File: config.mk
export PLATFORM = sky130hd
export DESIGN_NAME = vga_timing
export DESIGN_NICKNAME = d
export VERILOG_FILES = /design/src/rtl/vga_timing_pkg.sv /design/src/rtl/vga_axis_gen.sv /design/src/rtl/vga_timing.sv
export SDC_FILE = /design/constraint.sdc
export NUM_CORES = 1
export LEC_CHECK = 0
export CAP_MARGIN = 20
export CORE_AREA = 4 4 78 80
export DETAILED_ROUTE_END_ITERATION = 8
export DIE_AREA = 0 0 82 84
export SETUP_SLACK_MARGIN = 0.15
export SKIP_CTS_REPAIR_TIMING = 1
export SLEW_MARGIN = 20
export SYNTH_ARGS = -nofsm -noshare
export SYNTH_HDL_FRONTEND = slang
export SYNTH_HIERARCHICAL = 1
export SYNTH_SLANG_ARGS = --single-unit
File: constraint.sdc
create_clock -name pclk -period 2.68 [get_ports pclk]
set_input_delay 0.536 -clock pclk [delete_from_list [all_inputs] [get_ports pclk]]
set_output_delay 0.536 -clock pclk [all_outputs]
set_load 0.02 [all_outputs]
File: src/rtl/vga_timing_pkg.sv
// Video mode constants and helpers shared by the raster timing generator.
package vga_timing_pkg;

    localparam int unsigned CNT_W_DEF = 11;

    // 800x600@60, 40 MHz pixel clock
    localparam int unsigned H_ACTIVE_800 = 800;
    localparam int unsigned H_FP_800     = 40;
    localparam int unsigned H_SYNC_800   = 128;
    localparam int unsigned H_BP_800     = 88;
    localparam int unsigned V_ACTIVE_600 = 600;
    localparam int unsigned V_FP_600     = 1;
    localparam int unsigned V_SYNC_600   = 4;
    localparam int unsigned V_BP_600     = 23;

    // 640x480@60, 25.175 MHz pixel clock
    localparam int unsigned H_ACTIVE_640 = 640;
    localparam int unsigned H_FP_640     = 16;
    localparam int unsigned H_SYNC_640   = 96;
    localparam int unsigned H_BP_640     = 48;
    localparam int unsigned V_ACTIVE_480 = 480;
    localparam int unsigned V_FP_480     = 10;
    localparam int unsigned V_SYNC_480   = 2;
    localparam int unsigned V_BP_480     = 33;

    function automatic int unsigned axis_total(input int unsigned active, input int unsigned fp,
                                               input int unsigned sync, input int unsigned bp);
        return active + fp + sync + bp;
    endfunction

    localparam int unsigned H_TOTAL_800 = axis_total(H_ACTIVE_800, H_FP_800, H_SYNC_800, H_BP_800);
    localparam int unsigned V_TOTAL_600 = axis_total(V_ACTIVE_600, V_FP_600, V_SYNC_600, V_BP_600);
    localparam int unsigned H_TOTAL_640 = axis_total(H_ACTIVE_640, H_FP_640, H_SYNC_640, H_BP_640);
    localparam int unsigned V_TOTAL_480 = axis_total(V_ACTIVE_480, V_FP_480, V_SYNC_480, V_BP_480);

endpackage

File: src/rtl/vga_axis_gen.sv
// One raster axis: wrapping counter with registered sync window and blank flag.
// Outputs are computed from the next count so they always describe the same position.
module vga_axis_gen
    import vga_timing_pkg::*;
#(
    parameter int unsigned CNT_W  = CNT_W_DEF,
    parameter int unsigned ACTIVE = H_ACTIVE_800,
    parameter int unsigned FP     = H_FP_800,
    parameter int unsigned SYNC   = H_SYNC_800,
    parameter int unsigned BP     = H_BP_800,
    parameter logic        POL    = 1'b1
) (
    input  logic             pclk,
    input  logic             rst,
    input  logic             step,
    output logic [CNT_W-1:0] count,
    output logic             sync,
    output logic             blank,
    output logic             wrap_c
);

    localparam int unsigned TOTAL      = axis_total(ACTIVE, FP, SYNC, BP);
    localparam int unsigned SYNC_FIRST = ACTIVE + FP;
    localparam int unsigned SYNC_LAST  = ACTIVE + FP + SYNC - 1;

    logic [CNT_W-1:0] count_nxt;
    logic             sync_nxt;
    logic             blank_nxt;

    always_comb begin
        wrap_c    = step && (count == CNT_W'(TOTAL - 1));
        count_nxt = count;
        if (step) begin
            count_nxt = wrap_c ? '0 : count + CNT_W'(1);
        end
        sync_nxt  = ((count_nxt >= CNT_W'(SYNC_FIRST)) && (count_nxt <= CNT_W'(SYNC_LAST))) ? POL : ~POL;
        blank_nxt = (count_nxt >= CNT_W'(ACTIVE));
    end

    always_ff @(posedge pclk or posedge rst) begin
        if (rst) begin
            count <= '0;
            sync  <= ~POL;
            blank <= 1'b0;
        end else begin
            count <= count_nxt;
            sync  <= sync_nxt;
            blank <= blank_nxt;
        end
    end

endmodule

File: src/rtl/vga_timing.sv
// Raster timing generator: pixel/line counters, sync, blanking and frame-start pulse.
// Optional macro VGA_TIMING_CE_EN adds a clock-enable input so pclk may run at 2x/4x.
module vga_timing
    import vga_timing_pkg::*;
#(
    parameter int unsigned CNT_W    = CNT_W_DEF,
    parameter int unsigned H_ACTIVE = H_ACTIVE_800,
    parameter int unsigned H_FP     = H_FP_800,
    parameter int unsigned H_SYNC   = H_SYNC_800,
    parameter int unsigned H_BP     = H_BP_800,
    parameter int unsigned V_ACTIVE = V_ACTIVE_600,
    parameter int unsigned V_FP     = V_FP_600,
    parameter int unsigned V_SYNC   = V_SYNC_600,
    parameter int unsigned V_BP     = V_BP_600,
    parameter logic        HS_POL   = 1'b1,
    parameter logic        VS_POL   = 1'b1
) (
    input  logic             pclk,
    input  logic             rst,
`ifdef VGA_TIMING_CE_EN
    input  logic             ce,
`endif
    output logic [CNT_W-1:0] hcount,
    output logic [CNT_W-1:0] vcount,
    output logic             hsync,
    output logic             vsync,
    output logic             hblnk,
    output logic             vblnk,
    output logic             frame_start
);

    logic adv;
    logic h_wrap_c;
    logic v_wrap_c;

`ifdef VGA_TIMING_CE_EN
    assign adv = ce;
`else
    assign adv = 1'b1;
`endif

    vga_axis_gen #(
        .CNT_W (CNT_W),
        .ACTIVE(H_ACTIVE),
        .FP    (H_FP),
        .SYNC  (H_SYNC),
        .BP    (H_BP),
        .POL   (HS_POL)
    ) u_h_axis (
        .pclk  (pclk),
        .rst   (rst),
        .step  (adv),
        .count (hcount),
        .sync  (hsync),
        .blank (hblnk),
        .wrap_c(h_wrap_c)
    );

    // Vertical axis steps once per line, so vsync/vblnk only move with the hcount wrap
    vga_axis_gen #(
        .CNT_W (CNT_W),
        .ACTIVE(V_ACTIVE),
        .FP    (V_FP),
        .SYNC  (V_SYNC),
        .BP    (V_BP),
        .POL   (VS_POL)
    ) u_v_axis (
        .pclk  (pclk),
        .rst   (rst),
        .step  (h_wrap_c),
        .count (vcount),
        .sync  (vsync),
        .blank (vblnk),
        .wrap_c(v_wrap_c)
    );

    // v_wrap_c already implies the horizontal wrap, i.e. the next cell is (0,0)
    always_ff @(posedge pclk or posedge rst) begin
        if (rst) begin
            frame_start <= 1'b0;
        end else if (adv) begin
            frame_start <= v_wrap_c;
        end
    end

endmodule

==> results.md <==
* Most frequent cells in the layout: 28 x sky130_fd_sc_hd__clkdlybuf4s50_1, 25 x sky130_fd_sc_hd__dfrtp_1, 15 x sky130_fd_sc_hd__nand2_1
* Non-filler cells in the finished layout at between 200 and 300
* Ports placed on the boundary at 29
* Gpl congestion at 0.847
* HPWL after detailed placement at 2.76 mm
* DR vias at 1329
* Reg-to-Reg End: u_v_axis/sync
* Placed insts at 267
* Achievable Freq at 0.420 GHz
* Critical path destination: u_v_axis/sync
* Most frequent standard cell in the layout excluding fill and tap cells: sky130_fd_sc_hd__clkdlybuf4s50_1
* Maximum resistive drop on vdd at between 200 and 250 uV
* Dominant register cell in the synthesized netlist: sky130_fd_sc_hd__dfrtp_1
* Worst Tran Pin Value at 510 ps
* Worst Setup SP: u_h_axis/count[1]
* Cell count of the worst reg-to-reg path at 8
* Via/cell ratio at 4.83
* Clock network fraction of total power at a little over a fifth
* Vias in the first global route at approximately 1200
* Final number of hold-violating endpoints at 0
* Part of the cycle the worst path needs at around 90%
* Total overflow reported by the global router at 0
* Setup TNS at 0 ps
* Run status: finished clean
* Register bit total from synthesis at 27
* Number of antenna violations at the first check in global routing at 0
* Deepest level of the CTS H-tree at 1
* Crit path launch type: register
* Synth Instances at 170
* YS warnings at 6
* Number of pins exceeding their max-slew limit in the final report at 0
* Length of the first detailed-routing pass in iterations at 4
* Horizontal die dimension at about 82 um
* Post-synthesis cell type count at 51
* Origin of the critical flop-to-flop path: u_h_axis/count[1]
* Largest area contributor in the netlist: sky130_fd_sc_hd__dfrtp_1
* Post-synth EDFFs at 0
* Required time of the critical path at roughly 2900 ps
* Switch Pwr at 0.421 mW
* Headroom to the max-slew limit at 66.0%
* TritonCTS buffer count at 3
* Count of antenna diodes in the layout at 0
* Switching fraction of total power at a little over a third
* Skew final at 3.93 ps
* Clk_lat worst skew at 280 ps
* RSZ-0062 raised after global routing: no
* Area overhead of the layout relative to synthesis at 30.2%
* Leak at 0.862 nW
* Die Footprint at approximately 0.007 mm2
* Clock tree from TritonCTS: done
* Critical path class: register to register
* Summed area of non-filler cells in the final layout at around 0.0021 mm2
* Pre-CTS setup slack at about 150 ps
* Root Driver: sky130_fd_sc_hd__clkbuf_8
* Power density cells at approximately 570 mW/mm2
* Largest driver fanout on the critical path at 8
* Clock-pin slew reported for the worst setup and hold paths after clock tree synthesis at ~100 ps
* Iter 0 DRT Violations at 49
* Combined global-route utilization of all metal layers at between 10% and 20%
* Worst setup EP type: register
* Synthesized Nets at ~170
* Count of final setup violators at 0
* Routed wire length at about 3.7 mm
* Worst endpoint data arrival time at between 2000 and 3000 ps
* Maximum Capacitance Violations at 0
* Core utilization of the finished layout at 38.4%
* Placed standard-cell area at about 0.0020 mm2
* Maximum number of pins on one net before global-route repair at 17
* Logic pwr share at 36.0%
* Clock Path Buffers at 2
* Time the worst path needs with I/O delays and setup at 2380 ps
* Clk sink count at 27
* Input/output buffers at 28
* Global-route wire length before repair at roughly 6.3 mm
* Ratio of cells with drive above 1 in the final layout at 17.7%
* Core Footprint at 0.00541 mm2
* Post-layout worst setup margin at 296 ps
* Remaining antenna violation count after routing at 0
* Nets at 208
* Average wire per cell in the routed design at ~14 um
* Path category of the worst min-delay check: input pin to asynchronous set/reset pin
* Final routed DRC violation total at 0
* Die Y-Extent at 84 um
* Number of rows created at floorplan at 27
* Post-synthesis instance area at roughly 0.0016 mm2
* Initial Utilization at between 20 and 30%
* Post-synthesis sequential area ratio at 42.4%
* Synthesized area per cell at 9.38 um2
* Proportion of synthesized flip-flops having asynchronous set or reset at 100%
* Setup slack, reg-to-reg at between 200 and 300 ps
* Internal at approximately 0.75 mW
* Area contributors post-synth: sky130_fd_sc_hd__dfrtp_1 42%, sky130_fd_sc_hd__xnor2_1 4.9%, sky130_fd_sc_hd__xor2_1 4.9%
* Relative contribution of sequential cells to total power at approximately 43%
* Area share of the largest cell type after synthesis at ~42%
==> through the flow <==
| stage | total power, mW | hold slack (ps) |
|---|---|---|
| 3_5_place_dp | 0.928 | 558 |
| 2_1_floorplan | 0.748 | 265 |
| 4_1_cts | 1.18 | 434 |
| 5_1_grt | 1.25 | 437 |
| 6_report | 1.17 | 436 |
| 3_3_place_gp | 0.925 | 557 |
==> synthesized netlist by cell type (all sizes together), types with 2 or more instances <==
cell type / count
and2: 4
nand3: 6
dfrtp: 27
a31oi: 2
buf: 6
inv: 8
and4: 5
nand4: 5
nand2: 16
xor2: 9
nor4: 4
ha: 2
o21ai: 7
or3: 2
nor3b: 3
a211oi: 3
o22ai: 2
a21oi: 5
a21o: 2
nor2: 15
clkbuf: 2
xnor2: 9
and3: 2
nor3: 7
==> logic make-up (layout without fill, tap and decap cells) <==
group | Yosys count | in the layout | synth area share (%)
and+or+nand+nor | 75 | 75 | 28.2
AOI/OAI and AO/OA | 30 | 30 | 12.5
DFF | 27 | 27 | 42.4
xor gates and xnor gates | 18 | 18 | 9.89
buffers and inverters | 16 | 49 | 4.55
adders and majority gates | 2 | 2 | 1.57
other | 1 | 1 | 0.235
muxes | 1 | 1 | 0.706
==> area by class of cell <==
cell class / count / area [um2]
clock buffer: 3 / 41.3
clock inverter: 1 / 7.51
fill: 566 / 3330
inverter: 8 / 30.0
multi-input combinational: 127 / 881
sequential: 27 / 678
tap: 72 / 90.1
timing repair buffer: 37 / 348
==> power groups by stage <==
stage	logic, mW	clock network, mW	registers, mW
2_1_floorplan	0.169	0	0.579
3_3_place_gp	0.416	0	0.510
3_5_place_dp	0.418	0	0.511
4_1_cts	0.419	0.255	0.503
5_1_grt	0.459	0.274	0.516
6_report	0.423	0.245	0.506
==> registers in the layout, indices dropped and copies added, names as in the netlist <==
signal	flops
u_v_axis/count	11
u_h_axis/sync	1
u_v_axis/sync	1
u_h_axis/count	11
u_v_axis/blank	1
u_h_axis/blank	1
frame_start	1
==> worst min path at each step <==
stage                 startpoint           endpoint  slack (ps)  cells past startpoint
3_5_place_dp   u_h_axis/count[9]  u_h_axis/count[9]         560                      1
2_1_floorplan                rst        frame_start         260                      1
4_1_cts                      rst        frame_start         430                      2
3_3_place_gp   u_h_axis/count[9]  u_h_axis/count[9]         560                      1
5_1_grt                      rst        frame_start         440                      2
6_report                     rst        frame_start         440                      2
==> critical path, stage by stage (launching register included) <==
cell and delay (ps):
sky130_fd_sc_hd__dfrtp_1 420, sky130_fd_sc_hd__ha_2 270, sky130_fd_sc_hd__nand2_1 150, sky130_fd_sc_hd__nor2_4 270, sky130_fd_sc_hd__and4_1 260, sky130_fd_sc_hd__and2_1 180
sky130_fd_sc_hd__a31oi_1 120, sky130_fd_sc_hd__or4_4 430, sky130_fd_sc_hd__nor4_2 200
==> routing by layer <==
layer | track usage [%] | share of wire, %
met5 | 0 | 0
met4 | 2.27 | 0.67
met3 | 3.35 | 4.9
met2 | 18.7 | 48
met1 | 15.3 | 46
Note: power is estimated with default switching activity, not from simulation.
